## src/rtl/lsu.sv

```systemverilog
// lsu: byte/half/word load-store unit on a valid/ack word bus; misaligned accesses become two aligned beats.
module lsu #(
  parameter int XLEN = 32
) (
  input  logic            clk,
  input  logic            reset,
  input  logic            req_valid,
  output logic            req_ready,
  input  logic            MemWrite,
  input  logic [1:0]      AccessMode,
  input  logic            DataExtendMode,
  input  logic [XLEN-1:0] addr,
  input  logic [XLEN-1:0] wdata,
  output logic            busy,
  output logic            done,
  output logic [XLEN-1:0] rdata,
  output logic            mem_req,
  output logic            mem_we,
  output logic [XLEN-1:0] mem_addr,
  output logic [3:0]      mem_be,
  output logic [XLEN-1:0] mem_wdata,
  input  logic            mem_ack,
  input  logic [XLEN-1:0] mem_rdata
);
  typedef enum logic [1:0] {IDLE, ACC0, ACC1, DONE} state_t;
  state_t state, state_n;
  logic accept, split_in, final_ack;
  logic [2:0] size_b;
  logic [3:0] mask;
  logic [7:0] be8;
  logic [63:0] wd64;
  logic we_q, ext_q, split_q;
  logic [1:0] mode_q, off_q;
  logic [3:0] hi_be;
  logic [31:0] hi_wd, lo, lo_n, hi_n, r, ld;
  function automatic logic [31:0] lanes(input logic [3:0] b);
    return {{8{b[3]}}, {8{b[2]}}, {8{b[1]}}, {8{b[0]}}};
  endfunction
  assign req_ready = state == IDLE;
  assign busy = state != IDLE;
  assign done = state == DONE;
  assign accept = req_valid && req_ready;
  assign size_b = AccessMode == 2'b00 ? 3'd1 : AccessMode == 2'b01 ? 3'd2 : 3'd4;
  assign mask = AccessMode == 2'b00 ? 4'b0001 : AccessMode == 2'b01 ? 4'b0011 : 4'b1111;
  assign split_in = ({1'b0, addr[1:0]} + size_b) > 3'd4;
  assign be8 = {4'b0, mask} << addr[1:0];
  assign wd64 = {32'b0, wdata} << {addr[1:0], 3'b000};
  assign final_ack = mem_ack && (state == ACC1 || (state == ACC0 && !split_q));
  // The beat being acked is merged in directly so rdata can register on the final ack edge.
  assign lo_n = state == ACC0 ? mem_rdata : lo;
  assign hi_n = state == ACC1 ? mem_rdata : 32'b0;
  assign r = 32'({hi_n, lo_n} >> {off_q, 3'b000});
  assign ld = mode_q == 2'b00 ? {{24{ext_q & r[7]}}, r[7:0]} :
              mode_q == 2'b01 ? {{16{ext_q & r[15]}}, r[15:0]} : r;
  always_comb begin
    state_n = state;
    case (state)
      IDLE: if (accept) state_n = ACC0;
      ACC0: if (mem_ack) state_n = split_q ? ACC1 : DONE;
      ACC1: if (mem_ack) state_n = DONE;
      default: state_n = IDLE;
    endcase
  end
  always_ff @(posedge clk or posedge reset)
    if (reset) state <= IDLE;
    else state <= state_n;
  always_ff @(posedge clk or posedge reset) begin
    if (reset) begin
      we_q <= 1'b0;
      ext_q <= 1'b0;
      split_q <= 1'b0;
      mode_q <= 2'b0;
      off_q <= 2'b0;
      hi_be <= 4'b0;
      hi_wd <= 32'b0;
      lo <= 32'b0;
      rdata <= 32'b0;
      mem_req <= 1'b0;
      mem_we <= 1'b0;
      mem_addr <= 32'b0;
      mem_be <= 4'b0;
      mem_wdata <= 32'b0;
    end else begin
      if (accept) begin
        we_q <= MemWrite;
        ext_q <= DataExtendMode;
        split_q <= split_in;
        mode_q <= AccessMode;
        off_q <= addr[1:0];
        hi_be <= be8[7:4];
        hi_wd <= wd64[63:32] & lanes(be8[7:4]);
        mem_req <= 1'b1;
        mem_we <= MemWrite;
        mem_addr <= {addr[31:2], 2'b00};
        mem_be <= MemWrite ? be8[3:0] : 4'hf;
        mem_wdata <= MemWrite ? wd64[31:0] & lanes(be8[3:0]) : 32'b0;
      end
      if (state == ACC0 && mem_ack) begin
        lo <= mem_rdata;
        if (split_q) begin
          mem_addr <= mem_addr + 32'd4;
          mem_be <= we_q ? hi_be : 4'hf;
          mem_wdata <= we_q ? hi_wd : 32'b0;
        end
      end
      if (final_ack) begin
        mem_req <= 1'b0;
        rdata <= we_q ? 32'b0 : ld;
      end
    end
  end
endmodule

```

## config.mk

```make
export PLATFORM = sky130hd
export DESIGN_NAME = lsu
export DESIGN_NICKNAME = d
export VERILOG_FILES = /design/src/rtl/lsu.sv
export SDC_FILE = /design/constraint.sdc
export NUM_CORES = 1
export LEC_CHECK = 0
export CAP_MARGIN = 20
export CORE_MARGIN = 4
export CORE_UTILIZATION = 52
export CTS_BUF_LIST = sky130_fd_sc_hd__clkbuf_2
export CTS_CLUSTER_DIAMETER = 120
export DETAILED_ROUTE_END_ITERATION = 8
export PLACE_DENSITY = 0.82
export SLEW_MARGIN = 30
export SYNTH_ARGS = -nofsm -noshare
export SYNTH_HDL_FRONTEND = slang
export SYNTH_SLANG_ARGS = --single-unit
```

## constraint.sdc

```tcl
create_clock -name clk -period 7.15 [get_ports clk]
set_input_delay 1.43 -clock clk [delete_from_list [all_inputs] [get_ports clk]]
set_output_delay 1.43 -clock clk [all_outputs]
set_load 0.05 [all_outputs]
```

### Word-level counts from Yosys, hierarchy flattened

Index checks and enable logic that the tools add are counted.

* input bits: 104
* output and inout bits: 105
* logic and storage cells: 73
* bits in registers: 178

* reduce and logical (&&, ||, !) cells: 12
* $add $sub $neg: 2
* shifts and indexed selects: 3
* eq/ne operators: 8
* order comparisons: 1
* bitwise logic cells: 4
* multiplexer cells: 29

Operators by type and width (count)
* 2-to-1 mux 32 bit: 13
* AND 32 bit: 2
* left shift 32 x 5 -> 64 bit: 1
* >> shifter 64 x 5 -> 32 bit: 1
* adder 32 x 3 -> 32 bit (second input constant): 1
* 2-to-1 mux 4 bit: 7
* left shift 4 x 2 -> 8 bit: 1
* equality test 2 x 1 -> 1 bit (second input constant): 3
* logical NOT 2 bit: 3
* 2-to-1 mux 2 bit: 3
* 2-to-1 mux 3 bit: 2
* one-hot mux 2 bit (3 select lines): 1
* equality test 2 bit (second input constant): 2
* logical AND 1 bit: 4
* != test 2 bit (second input constant): 2
* nonzero test 2 bit: 2
* adder 2 x 3 -> 3 bit: 1
* > comparator 3 bit (second input constant): 1
* 2-to-1 mux 1 bit: 3
* AND reduction 3 bit: 1
* AND 1 bit: 2
* != test 2 x 1 -> 1 bit (second input constant): 1
* logical NOT 1 bit: 1
* logical OR 1 bit: 1

### Logic depth before layout (Yosys ltp)

* depth after elaboration: 9
* gate-level depth with buffers: 11
* depth with buffers taken out: 8

### Least setup slack after synthesis

OpenSTA, ideal clock, no wires.

* kind: input-to-reg
* start point: in addr[0]
* end point: reg split_q
* setup time: 0.135 ns
* required time: 7.015 ns
* setup slack: 3.528 ns
* stages on the path: 11
* arrival: 3.487 ns
* path buffers: 3
* path through: clkbuf_1 > clkbuf_1 > inv_1 > clkbuf_1 > or3_1 > fa_1 > nand2_1 > nor2_1 > nor3_1 > a31oi_1 > o31ai_1

* longest elaborated chain between the ends: 2

RTL lines
* from (decl): line 12 `input logic [XLEN-1:0] addr,`
* adder 2 x 3 -> 3 bit: line 45 `assign split_in = ({1'b0, addr[1:0]} + size_b) > 3'd4;`
* > comparator 3 bit: line 45
* to (signal assigned): line 87 `split_q <= split_in;`
* to (decl): line 32 `logic we_q, ext_q, split_q;`

No other way between the ends.
A chain may end at the register's enable or synchronous reset.

### Worst setup path after layout

* start point: reg state[0]
* end point: out busy

* longest elaborated chain between the ends: 1

RTL lines
* from (decl): line 26 `state_t state, state_n;`
* from (signal assigned): line 66 `else state <= state_n;`
* nonzero test 2 bit: line 40 `assign busy = state != IDLE;`
* to (decl): line 14 `output logic busy,`

No other way between the ends.

==> impl_metrics.yaml <==
timing:
  fmax_mhz: 254.7
  setup_tns_ns: 0
  fin_crit_sh: 0.5490
  hold_viol_final: 0
  report.final.slew_viol_count: 0
  rsz0062_at_grt: "false"
  maxSlewHeadroom: 0.3688
  tightest_slew_ns: 0.9468
  setup_violations: 0
  fin_skew_ns: 0.02979
  fin_crit_ns: 3.925
yosys:
  synth_cell_types: 63
  synth.net_count: 1050
  synth.avg_cell_area_um2: 9.727
  synth_area_leaders: "dfrtp_1 46%, mux2i_1 7.3%, o21ai_0 5.9%"
  synth_seq_cells: 169
  async_flop_share: 1.000
  synth_top_flop_cell: "dfrtp_1"
  synthCells: 939
  synth_area_um2: 9134
  yosys.area.top_type: "dfrtp_1"
  ys_warn_count: 0
  synth_edf_count: 0
  yosysTopAreaCellShare: 0.4630
  ys_seq_area_frac: 0.4630
cells_and_area:
  layout_common_cells: "207 x clkdlybuf4s50_1, 168 x dfrtp_1, 107 x o21ai_0"
  drive_gt1_frac: 0.1009
  syn_to_final_growth_pct: 26.93
  postLayoutCellArea_um2: 11590
  layout_commonest_cell: "clkdlybuf4s50_1"
  final_util: 0.6726
  fin_nets: 1218
  stdcell_count: 1346
setup_path:
  worstSetupPathType: "reg2out"
  arrival_ns: 2.50
  cp_top_family: "buffers and inverters"
  worstSetupStartpoint: "state[0]"
  crit_path_max_fanout: 5
  cp.required_ns: 5.72
  cp-endpoint: "busy"
  reg2reg_depth: 5
  cp_cell_sequence: "inv_1 > ha_1 > inv_1 > clkdlybuf4s50_1"
  crit_slowest_cell: "clkdlybuf4s50_1"
  cpMostUsedCell: "inv_1"
  worstSetupStartpointType: "flop"
  crit_path_max_incr_delay_ns: 0.81
  path_buf_inv: 3
  endpoint_kind: "output port"
  r2r-start: "off_q[1]"
  reg2reg_slack_ns: 3.65
  reg2reg_to: "rdata[19]"
  crit_cells: 4
floorplanning:
  coreArea_um2: 17240
  io_pins: 209
  fp-row-count: 48
  fp.dieW_um: 140.5
  initial_core_util: 0.5299
  dieArea_um2: 19750
  die_h_um: 140.5
cts:
  cts_sinks: 169
  htreeDepth: 4
  path_clk_slew_ns: 0.21
  postCtsHoldBufs: 0
  clock_latency_ns: 0.77
  cts_tree: "done"
  cts_resized: 0
  root_buffer: "clkbuf_2"
  post_cts_buffers: 0
  ctsLongestPathBuffers: 2
  cts_buffers: 17
global_routing:
  grt_pass1_wl_mm: 42.89
  grt-ovfl-total: 0
  grt_max_degree: 112
  first_global_vias: 7758
  gr-usage-all-layers: 0.2702
  antenna_found_initial: 1
power:
  leakagePower_nw: 4.848
  power_frac_seq: 0.322
  p_clk_frac: 0.113
  p_int_w: 0.002753
  pwr-share-comb: 0.566
  swShare: 0.4858
  ir_drop_mv: 0.3416
  p_switching_w: 0.002601
  finalPower_w: 0.005354
  powerDensity_nw_per_um2: 461.8
job:
  max-cap-violations: 0
status:
  status: "complete, no violations"
drt:
  ant_nets: 0
  first_pass_iters: 5
  drt-wirelength-per-cell_um: 19.89
  drc: 0
  wirelength_mm: 26.78
  drt_iter0_markers: 745
  via_count: 8276
  routed_via_density: 6.149
placed_design:
  place_area_um2: 11280
  placed_cells: 1313
  hpwl_mm: 18.85
  placement.io_buffers: 208
  place_congestion: 0.8815
hold_path:
  hp-class: "reg2reg"
-- through the flow --
stage | setup slack [ns] | hold WS, ns
floorplan | 1.145 | 0.4416
detailed placement | 3.132 | 0.4579
global placement | 3.190 | 0.4549
CTS | 3.178 | 0.5037
global route | 3.083 | 0.5282
finish | 3.225 | 0.5025
-- state kept, by name, indices dropped and copies added (netlist names), 3 cells and up --
register,cells
hi_wd,24
mem_be,4
lo,32
mem_addr,32
mem_wdata,32
hi_be,3
rdata,32
-- logic make-up (layout without fill, tap and decap cells) --
kind of cell	Yosys count	in the layout	synth area share
AO/OA/AOI/OAI	289	289	0.2031
buffers and inverters	82	263	0.03863
multiplexers	116	116	0.1425
AND/OR/NAND/NOR	276	276	0.1423
other	0	1	0
adder cells (fa/ha/maj)	7	7	0.01041
flip-flops	169	169	0.4630
-- Yosys cell counts (2+ instances only) --
library cell	count
nand2b_1	4
buf_1	5
buf_6	2
o31ai_1	2
a21oi_1	53
buf_4	2
a221o_1	4
nand3_1	24
inv_1	10
nor2_1	87
o21ai_0	107
a21o_1	2
dfrtp_1	169
o22ai_1	7
a22o_1	23
nor2b_1	13
a211oi_1	34
and2_1	7
clkbuf_1	44
mux2_2	42
mux2i_1	67
mux4_2	7
a311oi_1	4
and4_1	5
and3_1	8
or3_1	3
o211ai_1	2
nor3_1	19
buf_2	18
a22oi_1	9
a31oi_1	5
a221oi_1	24
nand2_1	89
ha_1	6
nand4_1	4
-- metal layers --
layer	global-route usage	vias up	share of wire
li1	-	3788	-
met3	0.05326	38	0.078
met4	0.06680	0	0.017
met2	0.4183	369	0.47
met5	0	-	0
met1	0.3939	4081	0.43
-- worst min path at each step --
stage	startpoint	endpoint	slack, ns	cells past startpoint
floorplan	hi_be[1]	hi_be[1]	0.44	2
global placement	hi_be[1]	hi_be[1]	0.45	2
detailed placement	hi_be[1]	hi_be[1]	0.46	2
CTS	hi_be[1]	hi_be[1]	0.50	2
global route	hi_be[1]	hi_be[1]	0.53	2
finish	hi_be[1]	hi_be[1]	0.50	2
-- power groups by stage --
stage / logic, W / clock network [W] / registers [W]
detailed placement: 0.00301 / 0 / 0.00173
CTS: 0.00302 / 0.000612 / 0.00171
global route: 0.00323 / 0.000650 / 0.00178
finish: 0.00303 / 0.000604 / 0.00172
global placement: 0.00296 / 0 / 0.00171
floorplan: 0.00136 / 0 / 0.00243
-- worst register-to-register path, delay by kind of cell (launching register included) --
family | cells | cell delay, ns
compound gates | 3 | 1.09
flops | 1 | 1.01
buf+inv | 1 | 0.92
simple gates | 1 | 0.34
-- final cells by class --
| class | instances | area (µm²) |
|---|---|---|
| Fill cell | 1381 | 5643 |
| Multi-Input combinational cell | 688 | 4567 |
| Sequential cell | 169 | 4230 |
| Timing Repair Buffer | 220 | 2167 |
| Tap cell | 225 | 281.5 |
| Clock inverter | 13 | 201.4 |
| Clock buffer | 19 | 95.09 |
| Inverter | 11 | 48.80 |
| Antenna cell | 1 | 2.502 |
Note: power is estimated with default switching activity, not from simulation.
